### src/rtl/game_pkg.sv
// Shared types for the two-player board game turn controller.
package game_pkg;

    localparam int GAME_BOARD_LEN = 32;

    typedef enum logic [2:0] {
        S_IDLE      = 3'd0,
        S_WAIT_ROLL = 3'd1,
        S_MOVE      = 3'd2,
        S_CHECK     = 3'd3,
        S_NEXT      = 3'd4,
        S_WIN       = 3'd5
    } game_state_t;

    // Colour results arrive already mapped to a step count by the result manager.
    typedef enum logic [1:0] {
        STEPS_NONE  = 2'd0,
        STEPS_ONE   = 2'd1,
        STEPS_TWO   = 2'd2,
        STEPS_THREE = 2'd3
    } move_steps_t;

endpackage

### src/rtl/step_timer.sv
// Move pace timer: down-counter that ticks once every STEP_TICKS enabled cycles.
module step_timer #(
    parameter int STEP_TICKS = 25_000_000
) (
    input  logic clk,
    input  logic reset_n,
    input  logic load,
    input  logic enable,
    output logic tick
);
    localparam int CNT_W = $clog2(STEP_TICKS) + 1;
    localparam logic [CNT_W-1:0] CNT_LOAD = CNT_W'(STEP_TICKS - 1);

    logic [CNT_W-1:0] cnt;

    assign tick = enable && !load && (cnt == '0);

    always_ff @(posedge clk or negedge reset_n) begin
        if (!reset_n) begin
            cnt <= '0;
        end else if (load || tick) begin
            cnt <= CNT_LOAD;
        end else if (enable) begin
            cnt <= cnt - 1'b1;
        end
    end

endmodule

### src/rtl/game_turn_fsm.sv
// Turn sequencer for a two-player board game: roll, animated move, win check.
//
//   state     | meaning
//   IDLE      | waiting for the current player to press roll
//   WAIT_ROLL | capture enabled, waiting for a non-zero result or timeout
//   MOVE      | advancing the current player one square per step tick
//   CHECK     | one cycle: decide win or hand over the turn
//   NEXT      | one cycle: toggle current player
//   WIN       | winner shown until roll_req starts a new game
module game_turn_fsm
    import game_pkg::*;
#(
    parameter int  BOARD_LEN    = GAME_BOARD_LEN,
    parameter int  STEP_TICKS   = 25_000_000,
    parameter int  WAIT_TIMEOUT = 250_000_000,
    localparam int POS_W        = $clog2(BOARD_LEN)
) (
    input  logic             clk,
    input  logic             reset_n,
    input  logic             roll_req,
    input  logic             result_ready,
    input  logic [1:0]       movement_steps,
    output logic             capture_en,
    output logic             cur_player,
    output logic [POS_W-1:0] pos_p0,
    output logic [POS_W-1:0] pos_p1,
    output logic             moving,
    output logic             winner_valid,
    output logic             winner_id,
    output logic [2:0]       game_state
);
    localparam int TMO_W = $clog2(WAIT_TIMEOUT) + 1;
    localparam logic [TMO_W-1:0] TMO_LOAD = TMO_W'(WAIT_TIMEOUT - 1);
    localparam logic [POS_W-1:0] POS_LAST = POS_W'(BOARD_LEN - 1);

    game_state_t      state, state_nxt;
    logic [1:0]       steps_left, steps_left_nxt;
    logic [TMO_W-1:0] tmo_cnt, tmo_cnt_nxt;
    logic [POS_W-1:0] pos_p0_nxt, pos_p1_nxt, cur_pos;
    logic             cur_player_nxt, winner_id_nxt;
    logic             timer_load, timer_en, tick, accept;

    assign timer_en   = (state == S_MOVE);
    assign cur_pos    = cur_player ? pos_p1 : pos_p0;
    assign accept     = result_ready && (movement_steps != STEPS_NONE);
    assign game_state = state;

    step_timer #(.STEP_TICKS(STEP_TICKS)) u_step_timer (
        .clk     (clk),
        .reset_n (reset_n),
        .load    (timer_load),
        .enable  (timer_en),
        .tick    (tick)
    );

    always_comb begin
        state_nxt      = state;
        steps_left_nxt = steps_left;
        tmo_cnt_nxt    = tmo_cnt;
        pos_p0_nxt     = pos_p0;
        pos_p1_nxt     = pos_p1;
        cur_player_nxt = cur_player;
        winner_id_nxt  = winner_id;
        timer_load     = 1'b0;
        case (state)
            S_IDLE: begin
                if (roll_req) begin
                    state_nxt   = S_WAIT_ROLL;
                    tmo_cnt_nxt = TMO_LOAD;
                end
            end
            S_WAIT_ROLL: begin
                // An accepted result wins over a timeout landing in the same cycle.
                if (accept) begin
                    state_nxt      = S_MOVE;
                    steps_left_nxt = movement_steps;
                    tmo_cnt_nxt    = '0;
                    timer_load     = 1'b1;
                end else if (tmo_cnt == '0) begin
                    state_nxt = S_IDLE;
                end else begin
                    tmo_cnt_nxt = tmo_cnt - 1'b1;
                end
            end
            S_MOVE: begin
                if (tick) begin
                    steps_left_nxt = steps_left - 1'b1;
                    if (cur_player) pos_p1_nxt = pos_p1 + 1'b1;
                    else            pos_p0_nxt = pos_p0 + 1'b1;
                    // Stopping on the last square discards any remaining steps.
                    if (steps_left == 2'd1 || cur_pos == POS_LAST - 1'b1) begin
                        state_nxt = S_CHECK;
                    end
                end
            end
            S_CHECK: begin
                if (cur_pos == POS_LAST) begin
                    state_nxt     = S_WIN;
                    winner_id_nxt = cur_player;
                end else begin
                    state_nxt = S_NEXT;
                end
            end
            S_NEXT: begin
                cur_player_nxt = ~cur_player;
                state_nxt      = S_IDLE;
            end
            S_WIN: begin
                if (roll_req) begin
                    state_nxt      = S_IDLE;
                    pos_p0_nxt     = '0;
                    pos_p1_nxt     = '0;
                    cur_player_nxt = 1'b0;
                    winner_id_nxt  = 1'b0;
                end
            end
            default: state_nxt = S_IDLE;
        endcase
    end

    always_ff @(posedge clk or negedge reset_n) begin
        if (!reset_n) begin
            state        <= S_IDLE;
            steps_left   <= '0;
            tmo_cnt      <= '0;
            pos_p0       <= '0;
            pos_p1       <= '0;
            cur_player   <= 1'b0;
            winner_id    <= 1'b0;
            capture_en   <= 1'b0;
            moving       <= 1'b0;
            winner_valid <= 1'b0;
        end else begin
            state        <= state_nxt;
            steps_left   <= steps_left_nxt;
            tmo_cnt      <= tmo_cnt_nxt;
            pos_p0       <= pos_p0_nxt;
            pos_p1       <= pos_p1_nxt;
            cur_player   <= cur_player_nxt;
            winner_id    <= winner_id_nxt;
            capture_en   <= (state_nxt == S_WAIT_ROLL);
            moving       <= (state_nxt == S_MOVE);
            winner_valid <= (state_nxt == S_WIN);
        end
    end

endmodule

### config.mk
export PLATFORM = sky130hd
export DESIGN_NAME = game_turn_fsm
export DESIGN_NICKNAME = d
export VERILOG_FILES = /design/src/rtl/game_pkg.sv /design/src/rtl/step_timer.sv /design/src/rtl/game_turn_fsm.sv
export SDC_FILE = /design/constraint.sdc
export NUM_CORES = 1
export LEC_CHECK = 0
export ABC_CLOCK_PERIOD_IN_PS = 2500
export BUFFER_PORTS_ARGS = -buffer_cell sky130_fd_sc_hd__buf_2
export CAP_MARGIN = 40
export CELL_PAD_IN_SITES_DETAIL_PLACEMENT = 1
export CELL_PAD_IN_SITES_GLOBAL_PLACEMENT = 1
export CORE_UTILIZATION = 40
export DETAILED_ROUTE_END_ITERATION = 12
export PLACE_DENSITY_LB_ADDON = 0.1
export SLEW_MARGIN = 25
export SYNTH_ARGS = -nofsm -noshare
export SYNTH_HDL_FRONTEND = slang
export SYNTH_SLANG_ARGS = --single-unit
### constraint.sdc
create_clock -name clk -period 2.5 [get_ports clk]
set_input_delay 0.125 -clock clk [delete_from_list [all_inputs] [get_ports clk]]
set_output_delay 0.125 -clock clk [all_outputs]
set_load 0.02 [all_outputs]
# After elaboration in Yosys (flattened, before gate mapping)
# Index checks and enable logic that the tools add are counted.
# totals
reg_bits,75
output_inout_bits,18
wordCells,89
# op_classes
n_addsub,5
eq_ne,19
n_mux,31
n_bitwise,1
n_reduce_logical,22
# op_table
cell,count
29-bit two-way mux,3
29-bit one-hot mux with 2 select lines,1
26-bit two-way mux,2
5-bit two-way mux,6
29-bit logical NOT,1
29-bit by 1-bit subtractor with 29-bit output (second input constant),1
26-bit logical NOT,1
26-bit by 1-bit subtractor with 26-bit output (second input constant),1
5-bit one-hot mux with 2 select lines,2
3-bit two-way mux,6
3-bit one-hot mux with 5 select lines,1
2-bit != test (second input constant),7
2-bit nonzero test,7
5-bit by 1-bit adder with 5-bit output (second input constant),2
5-bit == test (second input constant),2
3-bit by 2-bit == test with 1-bit output (second input constant),3
3-bit == test (second input constant),3
3-bit AND reduction,3
4-bit AND reduction,2
3-bit by 1-bit == test with 1-bit output (second input constant),2
1-bit two-way mux,5
2-bit two-way mux,2
1-bit one-hot mux with 2 select lines,2
2-bit one-hot mux with 2 select lines,1
9 further kinds,12

# Longest topological paths before layout
# logic_depth
word_depth,10
ltp_mapped,11
depth_no_buf,9

# Hierarchy
# Synthesis repeated with hierarchy kept, for this count alone.
# unflattened
cells_unflattened,459
hier_area_um2,4321.6
# by_module_without_submodules
mod,n_inst,cells_each,area_per_inst_um2,seq_area_each_um2
game_turn_fsm,1,318,2940.3,1226.2
step_timer,1,141,1381.3,650.6

# Worst setup path before layout
# Ideal clock, no wire load.
# synth_path
kind,register to register
from,reg tmo_cnt[0]
to,reg tmo_cnt[27]
t_arrival_ps,2500
required_time_ps,2382
path_slack_ps,-118
stages_incl_launch_ff,11
path_buffers,1
period_less_slack_ps,2618
cell_sequence,dfrtp_1 inv_1 ha_1 or4b_1 buf_2 or4_4 o211ai_1 a41o_2 inv_2 a31o_1 a21o_1
# synth_between
elab_chain_cells,4
# synth_rtl
element,line,source
"start, declared",game_turn_fsm.sv:38,"logic [TMO_W-1:0] tmo_cnt, tmo_cnt_nxt;"
"start signal, assigned",game_turn_fsm.sv:136,tmo_cnt <= tmo_cnt_nxt;
29-bit by 1-bit subtractor with 29-bit output,game_turn_fsm.sv:82,tmo_cnt_nxt = tmo_cnt - 1'b1;
29-bit two-way mux,game_turn_fsm.sv:79,end else if (tmo_cnt == '0) begin
29-bit two-way mux,game_turn_fsm.sv:74,if (accept) begin
29-bit one-hot mux with 2 select lines,game_turn_fsm.sv:65,case (state)
# Parallel ways exist; a longest one is shown, timed or not. The select of a mux whose other input is x is not followed.
# A chain may end at the register's enable or synchronous reset.

# Worst setup path after layout
# layout_path
from,reg tmo_cnt[0]
to,reg tmo_cnt[5]
# Same word-level chain as after synthesis.

==> metrics.txt <==
# diodes=0; Placed Area=4750 µm²; Worst EP required=2.74 ns; Core Footprint=9770 µm²; Final Hold Violating Endpoints=0; Register Area=1880 µm²; total die area=10500 µm²; flops & latches, synth=75; final hold slack=0.0428 ns; num ports=24; GPL Wtd Cong=0.789; Synth area leaders=dfrtp_1 (46%), xor2_1 (4.1%), nor2_1 (3.7%); Hold Crit Class=in2reg; fin worst setup slack=-0.0133 ns; crit share post-route=101%; Net Sw Frac=39.9%; minimum clock period=2.51 ns; Clock Pin Slew Worst Setup and Hold Paths=0.08 ns; internal power=0.00296 W; setup TNS=-0.0328 ns; Tightest Pin Transition=0.549 ns; Pwr Total=0.00492 W; Mapped Area=4040 µm²; Mapped Cells=435; clock sink count=75; Crit. End Element=flip-flop; CTS tree=done; DR DRC count=0; synth cell count leaders=dfrtp_1 (75), nor2_1 (40), nand2_1 (38); VDD IR max=454 µV; Initial Util=41.4%; nets=529; clk_skew=0.00673 ns; footprint of the multi-input gates=2120 µm²; post-synthesis sequential area ratio=46.4%; RSZ-0062 raised after global routing=true; latest clock arrival within the worst-skew pair=0.35 ns; Ys Warns=0; Synth top area share=46.4%; CTS Buffer Depth=2; worst-path fanout max=8; Wirelength per Cell=17.1 µm; RR Startpoint=tmo_cnt[0]; initial antenna violation count=0; dpl ws=-0.0906 ns; Clk pwr share=19.2%; # fillers=1138; H-tree depth=3; Unique masters post-synth=56; Leak=2.13 nW; largest net degree at the start of global routing=49; Die X=103 µm; Via density=5.52; largest area contributor in the netlist=dfrtp_1; vias in the first global route=3736; cts bufs inserted=9; Hold Crit Start=movement_steps[1]; drt pass-1 iters=4; Worst setup startpoint=tmo_cnt[0]; area grow syn2layout=25.5%; syn avg cell area=9.30 µm²; status=finished, violations left; Post-synth EDFFs=0; Port Buffer Count=23; Final ANT Viol Nets=0; fmax=398 MHz; GRT Total Usage=23.0%; cell area power density=970 nW/µm²; CP Data Arrival Time=2.75 ns; CTS Root Cell=clkbuf_8; most frequent cell after synthesis=dfrtp_1; Gate power share=44.7%; setup violators final=3; DR vias=3614; proportion of layout cells with a drive suffix above 1=25.1%; Top FF cell, synth=dfrtp_1; CP startpoint kind=flip-flop; num rows=36; maxcap violations=0; Iter 0 DRT Violations=49; sequential power share=36.1%; Post-Route WL=11.2 mm; asr flop ratio synth=100%; total grt overflow=0; Slew Viols, Final=0; first-pass GRT wire length=18.6 mm; Setup CP Type=reg2reg; syn_nets=447; failing checks=negative setup slack; dpl hpwl=8.16 mm; Design Area, Final=5070 µm²; worst relative slew slack=62.9%; die height=103 µm; Sw Pwr=0.00196 W
cell families after synthesis:
logic type,count (synthesis),synth area share (%)
buf+inv,31,3.25
xor+xnor,32,6.93
flops,75,46.4
fa+ha+maj,6,1.86
mux,3,0.774
compound gates,96,14.6
simple gates,192,26.2
flip-flops by register name (all words and copies together) (netlist names):
register / count
pos_p0: 5
pos_p1: 5
winner_id: 1
steps_left: 2
moving: 1
cur_player: 1
capture_en: 1
winner_valid: 1
game_state: 3
u_step_timer.cnt: 26
tmo_cnt: 29
final timing paths:
check | end | slack, ns | cells past startpoint
min in group asynchronous | pos_p1[2] | 0.24 | 2
worst max-delay path | tmo_cnt[5] | -0.01 | 9
worst min register to register | steps_left[0] | 0.48 | 1
worst max register to register | tmo_cnt[5] | -0.01 | 9
worst min-delay path | steps_left[1] | 0.04 | 3
max in group asynchronous | u_step_timer.cnt[18] | 1.68 | 3
timing repair:
action                                 in CTS  in global routing
resized for setup                           6                 10
endpoints found under the hold margin      27                  0
buffers inserted                            3                  3
setup endpoints to repair                  21                 34
pin swaps                                   5                  6
hold buffers                                1                  0
power groups by stage:
stage | sequential, W | combinational (W) | clock (W)
CTS | 0.00177 | 0.00216 | 0.000971
finish | 0.00178 | 0.00220 | 0.000945
floorplan | 0.00183 | 0.00113 | 0
detailed placement | 0.00179 | 0.00206 | 0
global route | 0.00181 | 0.00242 | 0.00102
global placement | 0.00176 | 0.00199 | 0
layout by cell type, fill, tap and decap left out, types with 7 or more instances in the layout:
cell type / instances
nand2b_1: 7
buf_4: 62
nand3_1: 8
or3_1: 12
buf_2: 22
nor3_1: 17
inv_1: 10
a21oi_1: 15
o21ai_0: 24
a21o_1: 7
nor2_1: 40
a22o_1: 7
xor2_1: 19
clkbuf_8: 9
nor4_1: 18
dfrtp_1: 75
o21ai_1: 17
nand4_1: 9
nand2_1: 37
xnor2_1: 13
area by class of cell:
| type | instances | share of cell area (%) |
|---|---|---|
| Clock buffer | 10 | 2.52 |
| Clock inverter | 6 | 1.31 |
| Inverter | 13 | 1.01 |
| Multi-Input combinational cell | 329 | 41.8 |
| Sequential cell | 75 | 37.0 |
| Tap cell | 133 | 3.28 |
| Timing Repair Buffer | 89 | 13.1 |
critical path: stages, from the launching register on:
cell      delay, ns
dfrtp_1        0.40
inv_2          0.09
ha_4           0.13
or4b_4         0.45
or4_4          0.46
o211ai_1       0.20
a41o_2         0.26
inv_4          0.07
a21o_1         0.17
a22o_1         0.17
stage by stage:
step / util [%] / instances
after floorplan: - / 435
after global placement: 48.3 / 631
after detailed placement: 48.6 / 632
after CTS: 51.2 / 652
after global routing: 51.9 / 655
final: 51.9 / 655
per-layer routing:
metal,track usage [%],wire length [µm],vias up
met1,29.8,5280,1831
met3,4.27,213,13
met4,5.71,142,0
met5,0,0,-
li1,-,-,1747
met2,39.7,5560,23
(Power assumes the default switching activity.)
